<file path="src/rtl/instruction_cache_ctrl.sv">
// instruction_cache_ctrl
//   Direct-mapped, read-only instruction cache sitting between the PC and the
//   instruction memory in the IF stage. Hits return the word combinationally;
//   misses raise busyWait (freezing the PC) and fill one 128-bit block from
//   instruction memory over a read/busywait handshake.
//
//   Geometry: 4-word blocks, offset = address[3:2], index = address[3+INDEX_W:4],
//   tag = address[31:4+INDEX_W]. address[1:0] is ignored.
//
// Ports
//   CLK          in   clock, all state updates on posedge
//   RESET        in   synchronous, active-high; clears valid bits and aborts a fill
//   address      in   fetch address from PC
//   read_en      in   fetch request valid
//   instruction  out  fetched word, valid when read_en & !busyWait
//   busyWait     out  stall to PC
//   mem_read     out  block read request to instruction memory
//   mem_address  out  block address address[31:4] of the pending miss
//   mem_readdata in   block data, word0 in [31:0]
//   mem_busywait in   memory busy; data valid when low while mem_read is high
//   hit_count    out  (ICACHE_STATS_EN only) IDLE cycles with read_en & hit
//   miss_count   out  (ICACHE_STATS_EN only) IDLE -> MEM_READ transitions
//
// Configuration macro: ICACHE_STATS_EN adds the hit/miss counters and ports.

module instruction_cache_ctrl #(
  parameter int unsigned INDEX_W = 3
) (
  input  logic          CLK,
  input  logic          RESET,
  input  logic [31:0]   address,
  input  logic          read_en,
  output logic [31:0]   instruction,
  output logic          busyWait,
  output logic          mem_read,
  output logic [27:0]   mem_address,
  input  logic [127:0]  mem_readdata,
  input  logic          mem_busywait
`ifdef ICACHE_STATS_EN
  ,
  output logic [31:0]   hit_count,
  output logic [31:0]   miss_count
`endif
);

  localparam int unsigned Lines = 2 ** INDEX_W;
  localparam int unsigned TagW  = 28 - INDEX_W;

  typedef enum logic [1:0] {
    StIdle,
    StMemRead,
    StUpdate
  } state_e;

  state_e state_q, state_d;

  logic [Lines-1:0] valid_q;
  logic [TagW-1:0]  tag_q  [Lines];
  logic [127:0]     data_q [Lines];

  logic [27:0]  miss_blk_q;
  logic [127:0] fill_q;

  logic [INDEX_W-1:0] addr_idx;
  logic [TagW-1:0]    addr_tag;
  logic [1:0]         addr_off;
  logic [INDEX_W-1:0] upd_idx;
  logic [127:0]       line;
  logic               hit;
  logic               miss_start;

  logic unused_addr_bits;
  assign unused_addr_bits = ^address[1:0];

  assign addr_idx = address[3+INDEX_W:4];
  assign addr_tag = address[31:4+INDEX_W];
  assign addr_off = address[3:2];
  assign upd_idx  = miss_blk_q[INDEX_W-1:0];

  assign line = data_q[addr_idx];
  assign hit  = valid_q[addr_idx] && (tag_q[addr_idx] == addr_tag);

  always_comb begin
    instruction = line[31:0];
    unique case (addr_off)
      2'd0: instruction = line[31:0];
      2'd1: instruction = line[63:32];
      2'd2: instruction = line[95:64];
      2'd3: instruction = line[127:96];
    endcase
  end

  always_comb begin
    state_d     = state_q;
    busyWait    = 1'b0;
    mem_read    = 1'b0;
    mem_address = '0;
    miss_start  = 1'b0;
    case (state_q)
      StIdle: begin
        if (read_en && !hit) begin
          busyWait   = 1'b1;
          miss_start = 1'b1;
          state_d    = StMemRead;
        end
      end
      StMemRead: begin
        busyWait    = 1'b1;
        mem_read    = 1'b1;
        // Always the latched block, so a moving PC cannot corrupt the fill.
        mem_address = miss_blk_q;
        if (!mem_busywait) state_d = StUpdate;
      end
      StUpdate: begin
        busyWait = 1'b1;
        state_d  = StIdle;
      end
      default: state_d = StIdle;
    endcase
  end

  always_ff @(posedge CLK) begin
    if (RESET) begin
      state_q    <= StIdle;
      valid_q    <= '0;
      miss_blk_q <= '0;
    end else begin
      state_q <= state_d;
      if (miss_start) miss_blk_q <= address[31:4];
      if (state_q == StUpdate) valid_q[upd_idx] <= 1'b1;
    end
  end

  // Tag/data storage is deliberately left uncleared by reset; valid bits guard it.
  always_ff @(posedge CLK) begin
    if (state_q == StMemRead && !mem_busywait) fill_q <= mem_readdata;
    if (!RESET && state_q == StUpdate) begin
      tag_q[upd_idx]  <= miss_blk_q[27:INDEX_W];
      data_q[upd_idx] <= fill_q;
    end
  end

`ifdef ICACHE_STATS_EN
  logic [31:0] hit_cnt_q, miss_cnt_q;

  always_ff @(posedge CLK) begin
    if (RESET) begin
      hit_cnt_q  <= '0;
      miss_cnt_q <= '0;
    end else begin
      if (state_q == StIdle && read_en && hit) hit_cnt_q <= hit_cnt_q + 32'd1;
      if (miss_start) miss_cnt_q <= miss_cnt_q + 32'd1;
    end
  end

  assign hit_count  = hit_cnt_q;
  assign miss_count = miss_cnt_q;
`endif

endmodule

</file>
<file path="config.mk">
export PLATFORM = sky130hd
export DESIGN_NAME = instruction_cache_ctrl
export DESIGN_NICKNAME = d
export VERILOG_FILES = /design/src/rtl/instruction_cache_ctrl.sv
export SDC_FILE = /design/constraint.sdc
export NUM_CORES = 1
export LEC_CHECK = 0
export ABC_CLOCK_PERIOD_IN_PS = 56400
export CAP_MARGIN = 20
export CORE_MARGIN = 2
export CORE_UTILIZATION = 55
export CTS_BUF_LIST = sky130_fd_sc_hd__clkbuf_4 sky130_fd_sc_hd__clkbuf_8
export CTS_CLUSTER_DIAMETER = 120
export CTS_CLUSTER_SIZE = 10
export DETAILED_ROUTE_END_ITERATION = 8
export PLACE_DENSITY = 0.73
export RECOVER_POWER = 100
export SLEW_MARGIN = 10
export SYNTH_ARGS = -nofsm -noshare
export SYNTH_HDL_FRONTEND = slang
export SYNTH_SLANG_ARGS = --single-unit
</file>
<file path="constraint.sdc">
create_clock -name CLK -period 56.4 [get_ports CLK]
set_clock_uncertainty 0.1 [all_clocks]
set_input_delay 14.1 -clock CLK [delete_from_list [all_inputs] [get_ports CLK]]
set_output_delay 14.1 -clock CLK [all_outputs]
set_load 0.01 [all_outputs]
</file>
==> results of run 1 <==
[through the flow]
| step | utilization, % | cells |
|---|---|---|
| 2_1_floorplan | - | 2209 |
| 3_3_place_gp | 59.2 | 3630 |
| 3_5_place_dp | 59.2 | 3630 |
| 4_1_cts | 61.9 | 3831 |
| 5_1_grt | 61.7 | 3833 |
| 6_report | 61.7 | 3837 |
[worst paths after layout]
kind / from / to / slack, ps / cells after the start
setup reg to reg: state_q[0]$_SDFFE_PP0P_ / data_q[4][57]$_DFFE_PP_ / 45480 / 7
hold / removal: valid_q[1]$_SDFFE_PP0N_ / valid_q[1]$_SDFFE_PP0N_ / 350 / 1
setup / recovery: address[4] / busyWait / 14570 / 11
hold reg to reg: valid_q[1]$_SDFFE_PP0N_ / valid_q[1]$_SDFFE_PP0N_ / 350 / 1
[synthesized netlist by cell type (3+ instances only)]
cell	number	area share [%]
clkbuf_1	48	0.34
a22oi_1	15	0.22
buf_4	3	0.043
nor2_1	8	0.057
mux4_1	5	0.25
buf_6	4	0.086
buf_1	41	0.29
buf_2	14	0.13
a21o_1	8	0.11
o21ai_0	9	0.086
mux4_2	339	15
nor2b_1	3	0.036
ha_1	5	0.12
a22o_1	8	0.13
xnor2_1	21	0.35
a21oi_1	29	0.28
nand3_1	8	0.077
or3_1	29	0.35
inv_1	30	0.22
edfxtp_1	1352	78
nor3_1	5	0.048
nand2_1	13	0.093
o21ai_1	20	0.19
and2_1	30	0.36
mux2_2	33	0.71
dfxtp_1	38	1.5
nand4_1	6	0.072
mux2i_1	69	1.3
[where the power goes]
part	total (mW)	leakage (nW)	internal, mW	switching (mW)
clock	0.602	1.33	0.279	0.324
combinational	0.128	4.42	0.0580	0.0699
sequential	1.21	12.5	1.18	0.0267
total	1.94	18.3	1.52	0.420
[state kept, by name, summed over array words and instances (netlist names)]
name and count:
valid_q 8, fill_q 128, state_q 2, data_q 1024, tag_q 200, miss_blk_q 28
[metal layers]
layer  track usage (%)  vias to the layer above  wire length (um)  share of wire, %
li1                  -                     9893                 -                 -
met1              30.6                    12438             42300                39
met2              36.9                      930             54300                50
met3              4.70                      198              8270               7.7
met4              7.94                       12              3110               2.9
met5                 0                        -                73             0.068
[area by class of cell]
type                       count  area [um2]  share of cell area (%)
clock inverter                 6        57.6                  0.0987
sequential                  1390       41400                    70.9
clock buffer                 195        2460                    4.22
timing repair buffer         269        2450                    4.20
tap                         1265        1580                    2.71
multi-input combinational    676       10300                    17.6
inverter                      31         116                   0.199
antenna                        5        12.5                  0.0215
[kinds of logic after synthesis]
kind of cell,share of synthesized area (%)
mux,16.9
xor+xnor,0.352
fa+ha+maj,0.120
buf+inv,1.18
simple gates,1.18
flops,79.1
compound gates,1.18
==> reports/results.ini, run 1 <==
[clocking]
clk-insertion-delay-late_ps = 830
clock_sink_count = 1390
cts_setup_buffers = 0
ctsHoldBuffers = 0
cts_tree = built
cts_resized = 0
htreeDepth = 4
clk_pin_slew_ps = 60
ctsRootBufferMaster = clkbuf_8
cts_buffers = 156
cts_buffer_depth = 3

[global_routing]
antenna_found_initial = 15
grt_max_degree = 121
grt_first_pass_wirelength_mm = 160
grt_usage_pct = 22.6
grt_overflow = 0
grt_pass1_vias = 24878

[worst_setup_path]
crit_fanout = 113
cp.required_ps = 42200
critPathSlowestCell = clkbuf_1
end_kind = output pin
crit_family = buffers and inverters
crit_type = input port to output pin
startpoint_type = input port
cp.buffers_inverters = 4
cp.arrival_ps = 27630
path_cells = buf_8, clkbuf_1, inv_1, mux2i_1, xnor2_1, o2111ai_1, or3_1, o41ai_1, nor2_1, o21ba_2, dlygate4sd3_1
cp_slowest_stage_delay_ps = 6600

[yosys]
synth_flop_cell = edfxtp_1
synth-seq-area-share_pct = 79.1
synth_nets = 2378
syn-cell-area_um2 = 52300
synthDistinctLibCells = 41
async_flop_share_pct = 0
ys_seq_elements = 1390
synth_cells = 2209
synth-edff-count = 1352
synth-warning-count = 0
avgSynthCellArea_um2 = 23.7

[sta]
timing_hold_violations_final = 0
finalSetupViolations = 0
maxSlewViolCount = 1637
fmax_mhz = 23.9
slew_headroom_pct = -531
min_period_ps = 41830
rsz0062_at_grt = no
hold_ws_ps = 350
setup_slack_ps = 14570
worst_pin_slew_ps = 9460
period_share_pct = 74.2
finalSetupTns_ps = 0

[floorplanning]
initial_core_util_pct = 55.3
dieWidth_um = 312
dieArea_um2 = 97600
rows = 113
core_um2 = 94600
pin_count = 226
chipHeight_um = 312

[detailed_routing]
wirelength_mm = 108
ant_nets = 0
wl_per_cell_um = 28.2
drt-vias-per-instance = 6.12
drc_errors = 0
vias = 23471
drt-initial-drc-count = 2526
firstDrtPassIters = 5

[placed_design]
dp_slack_ps = 23460
post_dp_cell_area_um2 = 56000
gp_congestion = 0.748
dp_hpwl_mm = 58.4
portBuffers = 223

[worst_hold_path]
worst_hold_path_type = register to register

[flow_run]
drv_cap = 33

[power_and_ir_drop]
ir_drop_mv = 0.0250
p_per_area_nw_per_um2 = 33.2
total_leakage_power_nw = 18.3
p_total_mw = 1.94

[cells_and_area]
final_common_cell = edfxtp_1
mostFrequentLayoutCells = 1,352 x edfxtp_1, 339 x mux4_2, 165 x dlygate4sd3_1
syn_to_final_growth_pct = 11.6
fillers = 6308
drive_gt1_share_pct = 23.0
nets = 2693
design_area_um2 = 58300

[run_status]
violations = capacitance limit, slew limit
outcome = finished, violations left

(Power assumes the default switching activity.)
==> inputs of run 2 (changes only) <==
--- a/config.mk
+++ b/config.mk
@@ -5,7 +5,7 @@
 export SDC_FILE = /design/constraint.sdc
 export NUM_CORES = 1
 export LEC_CHECK = 0
-export ABC_CLOCK_PERIOD_IN_PS = 56400
+export ABC_CLOCK_PERIOD_IN_PS = 34800
 export CAP_MARGIN = 20
 export CORE_MARGIN = 2
 export CORE_UTILIZATION = 55
@@ -13,7 +13,7 @@
 export CTS_CLUSTER_DIAMETER = 120
 export CTS_CLUSTER_SIZE = 10
 export DETAILED_ROUTE_END_ITERATION = 8
-export PLACE_DENSITY = 0.73
+export PLACE_DENSITY = 0.76
 export RECOVER_POWER = 100
 export SLEW_MARGIN = 10
 export SYNTH_ARGS = -nofsm -noshare
==> constraint.sdc (replaced) <==
create_clock -name CLK -period 34.8 [get_ports CLK]
set_clock_uncertainty 0.1 [all_clocks]
set_input_delay 8.7 -clock CLK [delete_from_list [all_inputs] [get_ports CLK]]
set_output_delay 8.7 -clock CLK [all_outputs]
set_load 0.01 [all_outputs]
==> run 2 against run 1 <==
Total power up 62%. The run still ends with capacitance limit, slew limit left. Cell count unchanged. Die area unchanged. Sequential power up 61%. Sequential cell count unchanged. Worst hold slack better by 7.3 ps. Highest routed layer unchanged. Combinational power up 60%. Final area about the same.
==> reports/results.ini, run 2 (synthesis gave the netlist of run 1 again) <==
[clocking]
cts_buffer_depth = 3  ; unchanged
htreeDepth = 4  ; unchanged
cts_resized = 0  ; unchanged
clk-insertion-delay-late_ps = 830  ; about the same
clk_pin_slew_ps = 70  ; was 60 ps
ctsRootBufferMaster = clkbuf_8  ; unchanged
clock_sink_count = 1390  ; unchanged
ctsHoldBuffers = 0  ; unchanged
cts_buffers = 156  ; unchanged
cts_setup_buffers = 0  ; unchanged
cts_tree = built  ; unchanged

[cells_and_area]
mostFrequentLayoutCells = 1,352 x edfxtp_1, 339 x mux4_2, 164 x dlygate4sd3_1  ; was 1,352 x edfxtp_1, 339 x mux4_2, 165 x dlygate4sd3_1
drive_gt1_share_pct = 23.2  ; was 23.0%
final_common_cell = edfxtp_1  ; unchanged
regMostFlops = data_q  ; unchanged
design_area_um2 = 58400  ; was 58,300 um2
largestRegisters = data_q: 1024 flops, tag_q: 200 flops, fill_q: 128 flops  ; unchanged
largest_reg_flops = 1024  ; unchanged
fillers = 6216  ; was 6,308
syn_to_final_growth_pct = 11.6  ; about the same
final_core_util_pct = 61.7  ; about the same
nets = 2690  ; was 2,693

[worst_setup_path]
crit_type = input port to output pin  ; unchanged
cp.required_ps = 26000  ; was 42,200 ps
critical_path.startpoint = address[4]  ; unchanged
end_kind = output pin  ; unchanged
startpoint_type = input port  ; unchanged
crit_fanout = 58  ; was 113
cp.arrival_ps = 18660  ; was 27,630 ps
reg2reg_from = state_q[0]$_SDFFE_PP0P_  ; unchanged

[detailed_routing]
wl_per_cell_um = 28.1  ; was 28.2 um
dr.max_layer_used = met5  ; unchanged
vias = 23614  ; was 23,471
wl_met1_mm = 41.2  ; was 42.3 mm
drt-initial-drc-count = 2561  ; was 2,526
drt-vias-per-instance = 6.15  ; was 6.12
wl_met2_mm = 55.9  ; was 54.3 mm
wirelength_mm = 108  ; about the same
firstDrtPassIters = 5  ; unchanged
ant_nets = 0  ; unchanged
drc_errors = 0  ; unchanged
routed-wl-met3_mm = 8.24  ; was 8.27 mm

[floorplanning]
chipHeight_um = 312  ; unchanged
initial_core_util_pct = 55.3  ; unchanged
dieArea_um2 = 97600  ; unchanged
pin_count = 226  ; unchanged
rows = 113  ; unchanged
dieWidth_um = 312  ; unchanged
core_um2 = 94600  ; unchanged

[sta]
finalSetupTns_ps = 0  ; unchanged
finalSetupViolations = 0  ; unchanged
fmax_mhz = 36.4
maxSlewViolCount = 1569  ; was 1,637
rsz0062_at_grt = no  ; unchanged
timing_hold_violations_final = 0  ; unchanged
period_share_pct = 78.9
worst_pin_slew_ps = 9300  ; was 9460 ps
slew_headroom_pct = -520  ; was -531%
min_period_ps = 27460

[power_and_ir_drop]
total_leakage_power_nw = 18.3  ; about the same
p_sw_mw = 0.684  ; was 0.420 mW
p_per_area_nw_per_um2 = 53.6  ; was 33.2 nW/um2
p_total_mw = 3.13  ; was 1.94 mW
swShare_pct = 21.9  ; was 21.7%
power_frac_comb_pct = 6.5  ; was 6.6%
p_seq_share_pct = 62.4  ; was 62.3%
ir_drop_mv = 0.0377  ; was 0.0250 mV
clock_power_share_pct = 31.0  ; was 31.1%
p_int_mw = 2.45  ; was 1.52 mW

[placed_design]
gp_congestion = 0.741  ; was 0.748
post_dp_cell_area_um2 = 56000  ; about the same
dp_hpwl_mm = 58.0  ; was 58.4 mm
portBuffers = 223  ; unchanged

[global_routing]
grt_pass1_vias = 24979  ; was 24,878
grt_overflow = 0  ; unchanged
grt_usage_pct = 22.4  ; was 22.6%
antenna_found_initial = 14  ; was 15
grt_max_degree = 125  ; was 121
grt_first_pass_wirelength_mm = 159  ; was 160 mm

[worst_hold_path]
hold_start = valid_q[4]$_SDFFE_PP0N_  ; was valid_q[1]$_SDFFE_PP0N_
worst_hold_path_type = register to register  ; unchanged

[flow_run]
drv_cap = 28  ; was 33

[run_status]
outcome = finished, violations left  ; unchanged
violations = capacitance limit, slew limit  ; unchanged

## run 2: changes by cell type in the layout (fill, tap and decap cells not counted), moves of 2 or more
cell / change
diode_2: +3
buf_4: +2
inv_1: -2
clkbuf_1: -5
inv_6: +6
clkbuf_8: -3
inv_2: +2
inv_8: +3
clkbuf_4: -6
## run 2: metrics by stage
stage | setup slack, ps | std cells | hold WS [ps]
global placement | 11660 | 3626 | 328
global route | 5990 | 3831 | 373
CTS | 11480 | 3827 | 358
finish | 7340 | 3837 | 358
detailed placement | 11470 | 3626 | 341
floorplan | 10250 | 2209 | 321
## run 2: area by class of cell
cell class,instances,area [um2],share of cell area [%]
flip-flops and latches,1390,41400,70.9
multi-input cells,676,10300,17.6
repair buffers,266,2460,4.22
clock buffers,186,2370,4.06
well taps,1265,1580,2.71
clock inverters,15,153,0.262
inverters,31,116,0.199
diodes,8,20.0,0.0343
## run 2: per-layer routing
| metal | vias up | global-route usage (%) |
|---|---|---|
| met5 | - | 0 |
| met4 | 12 | 6.82 |
| met3 | 175 | 4.57 |
| met2 | 973 | 37.8 |
| met1 | 12564 | 29.8 |
| li1 | 9890 | - |
## run 2: worst paths after layout
kind                                                end  slack [ps]  cells after the start
worst max-delay path                           busyWait        7340                     13
worst min-delay path            valid_q[4]$_SDFFE_PP0N_         360                      1
worst max register to register  data_q[5][86]$_DFFE_PP_       24450                      6
worst min register to register  valid_q[4]$_SDFFE_PP0N_         360                      1
## run 2: critical path, stage by stage
cell	delay (ps)
buf_8	430
clkbuf_1	2640
clkbuf_1	2860
mux4_1	820
mux2i_1	440
xnor2_1	180
o2111ai_1	120
or3_1	380
o41ai_1	270
buf_4	570
nor2_1	160
o21ba_2	260
dlygate4sd3_1	600
## run 2: power by group through the flow
stage          clock network [mW]  registers [mW]  logic [mW]
4_1_cts                     0.996            1.95       0.213
3_3_place_gp                    0            1.98       0.209
3_5_place_dp                    0            1.99       0.213
2_1_floorplan                   0            1.98       0.124
6_report                    0.972            1.95       0.205
5_1_grt                      1.06            1.96       0.218
==> inputs of run 3 (changes only) <==
--- a/config.mk
+++ b/config.mk
@@ -5,7 +5,7 @@
 export SDC_FILE = /design/constraint.sdc
 export NUM_CORES = 1
 export LEC_CHECK = 0
-export ABC_CLOCK_PERIOD_IN_PS = 34800
+export ABC_CLOCK_PERIOD_IN_PS = 27400
 export CAP_MARGIN = 20
 export CORE_MARGIN = 2
 export CORE_UTILIZATION = 55
@@ -13,7 +13,7 @@
 export CTS_CLUSTER_DIAMETER = 120
 export CTS_CLUSTER_SIZE = 10
 export DETAILED_ROUTE_END_ITERATION = 8
-export PLACE_DENSITY = 0.76
+export PLACE_DENSITY = 0.73
 export RECOVER_POWER = 100
 export SLEW_MARGIN = 10
 export SYNTH_ARGS = -nofsm -noshare
==> constraint.sdc (replaced) <==
create_clock -name CLK -period 27.4 [get_ports CLK]
set_clock_uncertainty 0.1 [all_clocks]
set_input_delay 6.85 -clock CLK [delete_from_list [all_inputs] [get_ports CLK]]
set_output_delay 6.85 -clock CLK [all_outputs]
set_load 0.01 [all_outputs]
==> run 3 against run 2 <==
The run still ends with capacitance limit, slew limit left. Final area barely moved. Sequential cell count did not move. Sequential share of layout area barely moved. Non-clock buffer count fell by 1.
==> reports/results.ini, run 3 (synthesis gave the netlist of run 1 again) <==
[clocking]
cts_setup_buffers = 0  ; unchanged
clk_pin_slew_ps = 60  ; was 70 ps
cts_resized = 0  ; unchanged
ctsRootBufferMaster = clkbuf_8  ; unchanged
htreeDepth = 4  ; unchanged
clk-insertion-delay-late_ps = 820  ; was 830 ps
clock_sink_count = 1390  ; unchanged
cts_buffers = 156  ; unchanged
cts_buffer_depth = 3  ; unchanged
ctsHoldBuffers = 0  ; unchanged
cts_tree = built  ; unchanged

[worst_setup_path]
cp.required_ps = 20450  ; was 26,000 ps
ff2ff_setup_slack_ps = 16730  ; was 24,450 ps
r2r_cells = 7  ; was 6
end_kind = output pin  ; unchanged
crit_fanout = 81  ; was 58
crit_type = input port to output pin  ; unchanged
startpoint_type = input port  ; unchanged
cp.arrival_ps = 14880  ; was 18,660 ps

[global_routing]
grt_pass1_vias = 24893  ; was 24,979
grt_usage_pct = 22.4  ; about the same
grtUsageMet2_pct = 37.8  ; about the same
grt_overflow = 0  ; unchanged
grt_first_pass_wirelength_mm = 159  ; about the same
met3_usage_pct = 4.40  ; was 4.57%
grt_max_degree = 129  ; was 125
grt.busiest_layer = met2  ; unchanged
antenna_found_initial = 15  ; was 14
gr-usage-met1_pct = 29.7  ; was 29.8%

[placed_design]
portBuffers = 223  ; unchanged
dp_slack_ps = 8360  ; was 11,470 ps
dp_hpwl_mm = 57.5  ; was 58.0 mm
gp_congestion = 0.745  ; was 0.741
dpl.cell_count = 3627  ; was 3,626

[detailed_routing]
drt-initial-drc-count = 2068  ; was 2,561
drc_errors = 0  ; unchanged
ant_nets = 0  ; unchanged
vias = 23315  ; was 23,614
firstDrtPassIters = 5  ; unchanged
drt-vias-per-instance = 6.08  ; was 6.15
wl_per_cell_um = 27.9  ; was 28.1 um
wirelength_mm = 107  ; was 108 mm

[worst_hold_path]
worst_hold_path_type = register to register  ; unchanged
hold_depth = 1  ; unchanged

[sta]
rsz0062_at_grt = no  ; unchanged
worst_pin_slew_ps = 9760  ; was 9300 ps
period_share_pct = 79.7
min_period_ps = 21830
maxSlewViolCount = 1628  ; was 1,569
fmax_mhz = 45.8
finalSetupViolations = 0  ; unchanged
finalSetupTns_ps = 0  ; unchanged
slew_headroom_pct = -551  ; was -520%
timing_hold_violations_final = 0  ; unchanged
setup_slack_ps = 5570  ; was 7340 ps

[cells_and_area]
mostFrequentLayoutCells = 1,352 x edfxtp_1, 339 x mux4_2, 162 x dlygate4sd3_1  ; was 1,352 x edfxtp_1, 339 x mux4_2, 164 x dlygate4sd3_1
largest_reg_flops = 1024  ; unchanged
drive_gt1_share_pct = 23.2  ; about the same
final_common_cell = edfxtp_1  ; unchanged
syn_to_final_growth_pct = 11.6  ; about the same
largestRegisters = data_q: 1024 flops, tag_q: 200 flops, fill_q: 128 flops  ; unchanged
nets = 2689  ; was 2,690
stdcell_count = 3835  ; was 3,837
regMostFlops = data_q  ; unchanged

[power_and_ir_drop]
total_leakage_power_nw = 18.3  ; about the same
p_sw_mw = 0.863  ; was 0.684 mW
ir_drop_mv = 0.0449  ; was 0.0377 mV
p_seq_share_pct = 62.5  ; was 62.4%
power_frac_comb_pct = 6.5  ; about the same
swShare_pct = 21.7  ; was 21.9%
p_int_mw = 3.12  ; was 2.45 mW
p_per_area_nw_per_um2 = 68.3  ; was 53.6 nW/um2
clock_power_share_pct = 31.1  ; was 31.0%

[run_status]
outcome = finished, violations left  ; unchanged
violations = capacitance limit, slew limit  ; unchanged

[flow_run]
drv_cap = 29  ; was 28

[floorplanning]
core_um2 = 94600  ; unchanged
chipHeight_um = 312  ; unchanged
dieWidth_um = 312  ; unchanged
dieArea_um2 = 97600  ; unchanged
rows = 113  ; unchanged
pin_count = 226  ; unchanged
initial_core_util_pct = 55.3  ; unchanged

[run 3: changes by cell type in the layout (fill, tap and decap cells not counted), moves of 2 or more]
cell,before,now
inv_8,3,1
clkdlybuf4s50_1,54,56
clkbuf_8,156,160
clkinvlp_4,1,4
inv_6,9,3
dlygate4sd3_1,164,162
[run 3: area by class of cell]
class / instances / area [um2]
clock inverters: 10 / 100
inverters: 31 / 116
repair buffers: 265 / 2440
multi-input cells: 676 / 10300
diodes: 8 / 20.0
clock buffers: 190 / 2430
fillers: 6244 / 36200
well taps: 1265 / 1580
flip-flops and latches: 1390 / 41400
[run 3: power by group through the flow]
| stage | registers (mW) | logic [mW] | clock network [mW] |
|---|---|---|---|
| 4_1_cts | 2.48 | 0.272 | 1.27 |
| 3_3_place_gp | 2.51 | 0.267 | 0 |
| 3_5_place_dp | 2.52 | 0.270 | 0 |
| 6_report | 2.49 | 0.259 | 1.24 |
| 2_1_floorplan | 2.51 | 0.157 | 0 |
| 5_1_grt | 2.50 | 0.277 | 1.35 |
[run 3: worst paths after layout]
check                                              from                      end
worst max-delay path                         address[4]           instruction[9]
worst min-delay path            valid_q[4]$_SDFFE_PP0N_  valid_q[4]$_SDFFE_PP0N_
worst max register to register  state_q[0]$_SDFFE_PP0P_  data_q[4][35]$_DFFE_PP_
worst min register to register  valid_q[4]$_SDFFE_PP0N_  valid_q[4]$_SDFFE_PP0N_
[run 3: critical path, cell delays in order]
cell,delay (ps)
buf_8,570
clkbuf_1,2320
clkbuf_1,2630
mux4_2,740
mux4_2,570
mux2_2,350
dlygate4sd3_1,620
[run 3: per-stage QoR]
| step | total power, mW | utilization, % | area (um2) | hold WS, ps |
|---|---|---|---|---|
| 2_1_floorplan | 2.67 | - | 52300 | 321 |
| 3_3_place_gp | 2.78 | 59.2 | 56000 | 328 |
| 3_5_place_dp | 2.79 | 59.2 | 56000 | 344 |
| 4_1_cts | 4.02 | 61.9 | 58600 | 359 |
| 5_1_grt | 4.12 | 61.7 | 58400 | 376 |
| 6_report | 3.98 | 61.7 | 58400 | 357 |
[run 3: routing by layer]
layer / vias up / routed length (um)
li1: 9890 / -
met1: 12382 / 41900
met2: 847 / 55200
met3: 180 / 7460
met4: 16 / 2430
met5: - / 104
